===== config.mk =====
export PLATFORM = sky130hd
export DESIGN_NAME = enc_event_fifo
export DESIGN_NICKNAME = d
export VERILOG_FILES = /design/src/rtl/enc_event_fifo.sv
export SDC_FILE = /design/constraint.sdc
export NUM_CORES = 1
export LEC_CHECK = 0
export CAP_MARGIN = 20
export CORE_MARGIN = 5
export CORE_UTILIZATION = 51
export CTS_BUF_LIST = sky130_fd_sc_hd__clkbuf_8 sky130_fd_sc_hd__clkbuf_16
export DETAILED_ROUTE_END_ITERATION = 6
export HOLD_SLACK_MARGIN = 0.15
export PLACE_DENSITY = 0.82
export SLEW_MARGIN = 20
export SYNTH_ARGS = -nofsm -noshare
export SYNTH_HDL_FRONTEND = slang
export SYNTH_SLANG_ARGS = --single-unit

===== constraint.sdc =====
create_clock -name clk -period 3.2 [get_ports clk]
set_input_delay 0.64 -clock clk [delete_from_list [all_inputs] [get_ports clk]]
set_output_delay 0.64 -clock clk [all_outputs]
set_load 0.05 [all_outputs]

===== src/rtl/enc_event_fifo.sv =====
// enc_event_fifo: turns a priority encoder's held output into single events and queues them first-in first-out.
// Define ENC_FIFO_DROP_CNT_EN to count events lost to overflow (drop_cnt, saturating); otherwise drop_cnt is 0.
module enc_event_fifo #(
  parameter int DEPTH = 4
) (
  input  logic                   clk,
  input  logic                   rst,
  input  logic [1:0]             in_idx,
  input  logic                   in_valid,
  input  logic                   out_ready,
  output logic [1:0]             out_idx,
  output logic                   out_valid,
  output logic                   full,
  output logic                   empty,
  output logic [$clog2(DEPTH):0] count,
  output logic [7:0]             drop_cnt
);
  localparam int AW = $clog2(DEPTH);
  localparam logic [AW:0] FULL_CNT = (AW+1)'(DEPTH);
  logic [AW-1:0] wr_ptr_q, wr_ptr_d, rd_ptr_q, rd_ptr_d;
  logic [AW:0]   count_q, count_d;
  logic          last_valid_q;
  logic [1:0]    last_idx_q;
  logic [1:0]    mem_q [DEPTH];
  logic          evt, pop, push;
  always_comb begin
    evt      = in_valid && (!last_valid_q || in_idx != last_idx_q);
    pop      = out_valid && out_ready;
    push     = evt && (!full || pop);
    wr_ptr_d = push ? wr_ptr_q + 1'b1 : wr_ptr_q;
    rd_ptr_d = pop ? rd_ptr_q + 1'b1 : rd_ptr_q;
    count_d  = (push && !pop) ? count_q + 1'b1 : (pop && !push) ? count_q - 1'b1 : count_q;
  end
  assign empty     = count_q == '0;
  assign full      = count_q == FULL_CNT;
  assign out_valid = !empty;
  assign count     = count_q;
  // Storage is never cleared, so mask the head while empty to keep out_idx at 0
  assign out_idx   = empty ? 2'd0 : mem_q[rd_ptr_q];
  always_ff @(posedge clk or posedge rst) begin
    if (rst) begin
      wr_ptr_q     <= '0;
      rd_ptr_q     <= '0;
      count_q      <= '0;
      last_valid_q <= 1'b0;
      last_idx_q   <= 2'd0;
    end else begin
      wr_ptr_q     <= wr_ptr_d;
      rd_ptr_q     <= rd_ptr_d;
      count_q      <= count_d;
      last_valid_q <= in_valid;
      last_idx_q   <= in_idx;
    end
  end
  always_ff @(posedge clk) begin
    if (push) mem_q[wr_ptr_q] <= in_idx;
  end
`ifdef ENC_FIFO_DROP_CNT_EN
  logic [7:0] drop_q;
  always_ff @(posedge clk or posedge rst) begin
    if (rst) drop_q <= 8'd0;
    else if (evt && !push && drop_q != 8'hFF) drop_q <= drop_q + 8'd1;
  end
  assign drop_cnt = drop_q;
`else
  assign drop_cnt = 8'd0;
`endif
endmodule

==> results.cfg, run 1 <==
[status]
status = completed

[yosys]
synth_common_cells = dfrtp_1 (10), buf_4 (8), edfxtp_1 (8), xnor2_1 (7), inv_1 (6)
yosys.area.top_type = dfrtp_1
synth_area_um2 = 900
ys.flop_type = dfrtp_1
synth_edf_count = 8
ys_warn_count = 0
netlist.area_leader.share_pct = 27.8
syn-instance-count = 65
async_flop_share_pct = 55.6
synth_top_cells_by_area = dfrtp_1 (28%), edfxtp_1 (27%), ha_1 (7.0%)
ys_seq_area_share_pct = 54.5
synth.distinct_cells = 22
synth_most_common_cell = dfrtp_1
syn_avg_cell_area_um2 = 13.8
synth_seq_cells = 18

[place]
gp_congestion = 0.765
numPortBuffers = 13
dp_cells = 102
place_hpwl_mm = 1.02

[power_and_ir_drop]
total_power_mw = 1.14
pwr-share-comb_pct = 50.6
peakVddDrop_uv = 508
p_int_mw = 0.657
p_seq_share_pct = 33.4
leakagePower_nw = 0.458
power_frac_clock_pct = 16.0
switchingPower_mw = 0.479
switching_share_pct = 42.2
power_density_nw_per_um2 = 1050

[layout]
regArea_um2 = 490
area_delta_synth_final_pct = 20.7
diodes = 0
multiInputGateArea_um2 = 349
drive_gt1_share_pct = 18.5
final_cells = 106
layout.nets = 94
num-fill-cells = 137

[clocking]
clock_path_buffers = 2
path_clk_slew_ps = 70
ctsResizeCount = 0
cts_buffers = 3
cts-root-buf = clkbuf_8
cts_tree = built
clock_latency_ps = 250
holdBufCountCts = 0
post_cts_buffers = 0
cts_num_sinks = 18
h-tree-depth = 1

[sta]
fin_skew_ps = 4.70
fin_crit_ps = 2730
rsz0062_at_grt = no
finalMaxSlewViolations = 0
hold_violations = 0
worst_pin_slew_ps = 501
hold_ws_ps = 522
period_share_pct = 85.2
timing.setup.tns_ps = 0
slew-limit-headroom_pct = 66.5
setup_violations = 0
fmax_mhz = 367

[floorplan]
initial_core_util_pct = 52.7
row_count = 15
dieArea_um2 = 2700
dieHeight_um = 52
core_area_um2 = 1710
pin_count = 22
die_w_um = 52

[global_routing]
grt-ovfl-total = 0
grt_max_degree = 11
grt_pass1_wl_mm = 2.24
grt_pass1_vias = 505
antenna_found_initial = 0
track_usage_pct = 11.8

[setup_path]
crit_type = flop to primary output
crit_fanout = 6
crit_required_ps = 2560
cp-end-kind = primary output
slowest_delay_ps = 800
worst-endpoint-arrival_ps = 2090
rrSetupSlack_ps = 1030
cp_cell_sequence = or3_1 -> inv_1 -> clkdlybuf4s50_1
slowest_stage = clkdlybuf4s50_1
crit_path_start_kind = flop

[routing]
vias = 473
drt-total-wl_mm = 1.33
drt_first_pass_iters = 3
antenna_left = 0
drt_iter0_drc = 2
wl_per_cell_um = 12.6
vias_per_cell = 4.46
drc = 0

[worst_hold_path]
hp-class = flop to flop

[run]
maxCapViolCount = 0
[area by class of cell]
class | count | share of cell area [%]
inverter | 6 | 2.07
multi-input combinational | 39 | 32.1
timing repair buffer | 14 | 12.7
sequential | 18 | 45.2
tap | 25 | 2.88
clock buffer | 4 | 5.07
[routing by layer]
metal	wire [um]	global-route usage (%)	vias up
met5	0	0	-
met4	21	7.86	0
met3	90	3.72	2
met2	663	18.4	14
met1	556	13.9	229
li1	-	-	228
[final timing paths]
path | from | end | cells after the start
min in group asynchronous | rst | last_idx_q[0] | 2
max in group asynchronous | rst | rd_ptr_q[1] | 2
worst min register to register | rd_ptr_q[1] | rd_ptr_q[1] | 1
worst max-delay path | count[1] | empty | 3
worst max register to register | count[1] | count[2] | 8
worst min-delay path | rd_ptr_q[1] | rd_ptr_q[1] | 1
[power groups by stage]
stage,logic [mW],clock network [mW],registers (mW)
floorplan,0.368,0,0.440
global placement,0.566,0,0.381
detailed placement,0.581,0,0.386
CTS,0.582,0.187,0.381
global route,0.619,0.200,0.392
finish,0.575,0.181,0.379
[logic make-up after synthesis]
group / synth area share, %
mux: 7.93
buf+inv: 9.60
xor+xnor: 7.79
simple gates: 7.37
flops: 54.5
fa+ha+maj: 9.18
compound gates: 3.20
other cells: 0.417
[sequential cells by signal, indices dropped and copies added, names as in the netlist]
signal,count
mem_q,8
count,3
last_idx_q,2
rd_ptr_q,2
wr_ptr_q,2
last_valid_q,1
[stage by stage]
stage          utilization, %  setup WS (ps)  cell area [um2]
6_report                 63.6            474             1090
5_1_grt                  63.6            387             1090
4_1_cts                  63.6            459             1090
3_5_place_dp             60.4            521             1030
3_3_place_gp             60.4            578             1030
2_1_floorplan               -            499              926
[critical path, delay by kind of cell, from the launching register on]
family                 cells  cell delay [ps]
buffers and inverters      2              890
AND/OR/NAND/NOR            1              480
flip-flops                 1              460
[cell usage in the layout (no fill, tap or decap)]
cell type         n
mux2_2            1
dfrtp_1          10
a31oi_2           1
ha_1              5
xor2_1            1
nand3_1           1
clkbuf_8          4
clkdlybuf4s50_1  13
mux4_2            2
o41ai_2           1
edfxtp_1          8
xnor2_1           7
and2_2            4
conb_1            8
nand2_1           1
nor2_1            1
and2_1            2
nor3_1            1
mux2_4            1
or3_1             1
buf_4             1
fa_1              1
inv_1             6
No activity file was read; power rests on OpenSTA's default activity.
==> run 2, diff against run 1 <==
GPL_TIMING_DRIVEN = 0   (was not set)
==> run 2 against run 1 <==
- register-to-register slack lost 30 ps
- final area grew 4.3%
- power fell by 1.6%
- flip-flop and latch count unchanged
- utilization rose by 2.7 points
- sequential share of layout area decreased by 1.8 points
- cell count rose by 7.5%
- combinational power increased by 2%
- critical path type unchanged
- critical endpoint unchanged
- largest power group unchanged
- highest routed layer unchanged
==> results.cfg, run 2 (synthesis gave the netlist of run 1 again) <==
[status]
status = completed

[global_routing]
grt_pass1_vias = 505
grt-ovfl-total = 0
track_usage_pct = 12.0
antenna_found_initial = 0
grt_max_degree = 11
grt_pass1_wl_mm = 2.26

[sta]
timing.setup.tns_ps = 0
worst_pin_slew_ps = 509
fmax_mhz = 363
slew-limit-headroom_pct = 66.0
rsz0062_at_grt = no
setup_violations = 0
fin_crit_ps = 2750
fin_skew_ps = 1.63
hold_violations = 0
period_share_pct = 86.0
finalMaxSlewViolations = 0

[clocking]
ctsResizeCount = 0
clock_path_buffers = 2
cts_buffers = 3
clock_latency_ps = 250
cts_tree = built
path_clk_slew_ps = 60
holdBufCountCts = 0
cts-root-buf = clkbuf_8
h-tree-depth = 1
post_cts_buffers = 0
cts_num_sinks = 18

[power_and_ir_drop]
power_density_nw_per_um2 = 987
switchingPower_mw = 0.479
switching_share_pct = 42.9
power_frac_clock_pct = 13.9
pwr-share-comb_pct = 52.3
p_int_mw = 0.638
leakagePower_nw = 0.496
peakVddDrop_uv = 519
p_seq_share_pct = 33.8

[routing]
vias_per_cell = 4.29
drc = 0
vias = 489
drt_first_pass_iters = 3
drt-total-wl_mm = 1.35
drt_iter0_drc = 11
wl_per_cell_um = 11.8
antenna_left = 0

[floorplan]
core_area_um2 = 1710
row_count = 15
dieArea_um2 = 2700
dieHeight_um = 52
die_w_um = 52
initial_core_util_pct = 52.7
pin_count = 22

[layout]
regMostFlops = mem_q
num-fill-cells = 129
largest_register_ffs = 8
area_delta_synth_final_pct = 25.9
multiInputGateArea_um2 = 349
design_area_um2 = 1130
drive_gt1_share_pct = 23.6
final_common_cell = clkdlybuf4s50_1
layout.nets = 102
diodes = 0
final_cell_mix = clkdlybuf4s50_1 (13), dfrtp_1 (10), buf_4 (8), conb_1 (8), edfxtp_1 (8)
regArea_um2 = 490

[place]
placed_area_um2 = 1090
gp_congestion = 0.766
numPortBuffers = 13
place_hpwl_mm = 1.08

[setup_path]
cp-end-kind = primary output
crit_type = flop to primary output
crit_fanout = 6
crit_path_start_kind = flop
worst-endpoint-arrival_ps = 2110
crit_required_ps = 2560

[worst_hold_path]
hp-class = flop to flop

[run]
maxCapViolCount = 0
[run 2: cell types whose count changed in the layout (fill, tap and decap cells not counted)]
cell / delta
buf_4: +7
inv_1: +1
clkbuf_1: +1
clkbuf_8: -1
[run 2: power groups by stage]
| stage | Clock (mW) | Sequential (mW) | Combinational (mW) |
|---|---|---|---|
| 4_1_cts | 0.160 | 0.382 | 0.593 |
| 2_1_floorplan | 0 | 0.440 | 0.368 |
| 5_1_grt | 0.170 | 0.393 | 0.628 |
| 6_report | 0.155 | 0.378 | 0.584 |
| 3_3_place_gp | 0 | 0.380 | 0.574 |
| 3_5_place_dp | 0 | 0.386 | 0.590 |
[run 2: path summary, 6_finish.rpt]
| path | start | end | slack, ps | depth (start not counted) |
|---|---|---|---|---|
| min reg2reg | rd_ptr_q[1] | rd_ptr_q[1] | 540 | 1 |
| max in group asynchronous | rst | count[1] | 2250 | 2 |
| min in group asynchronous | rst | wr_ptr_q[0] | 670 | 2 |
| min | rd_ptr_q[1] | rd_ptr_q[1] | 540 | 1 |
| max | count[1] | empty | 450 | 4 |
| max reg2reg | count[1] | count[2] | 1000 | 9 |
[run 2: per-stage QoR]
| stage | power [mW] | setup WS (ps) | cells | hold WS, ps | util (%) |
|---|---|---|---|---|---|
| 3_5_place_dp | 0.976 | 293 | 110 | 555 | 63.7 |
| 3_3_place_gp | 0.955 | 355 | 110 | 510 | 63.7 |
| 2_1_floorplan | 0.808 | 499 | 72 | 480 | - |
| 6_report | 1.12 | 448 | 114 | 541 | 66.3 |
| 5_1_grt | 1.19 | 346 | 114 | 605 | 66.3 |
| 4_1_cts | 1.14 | 422 | 114 | 565 | 66.3 |
[run 2: layer usage]
metal / global-route usage, % / wire [um] / up-vias
met2: 21.8 / 712 / 14
li1: - / - / 248
met5: 0 / 0 / -
met4: 7.86 / 13 / 0
met3: 2.87 / 81 / 2
met1: 12.1 / 539 / 225
[run 2: cell type report]
| class | instances | area share, % |
|---|---|---|
| sequential | 18 | 43.3 |
| multi-input combinational | 39 | 30.8 |
| timing repair buffer | 13 | 11.5 |
| buffer | 9 | 5.64 |
| clock buffer | 3 | 3.65 |
| tap | 25 | 2.76 |
| inverter | 6 | 1.99 |
| clock inverter | 1 | 0.331 |
[run 2: worst max-delay path, stage by stage, from the launching register on]
cell and delay [ps]:
dfrtp_1 450, or3_1 380, clkbuf_1 160, inv_1 80
clkdlybuf4s50_1 800
==> run 3, diff against run 2 <==
SLEW_MARGIN = 0   (was 20)
==> results of run 3 <==
Same layout as run 2: the final DEF is identical, and so are final timing and power.
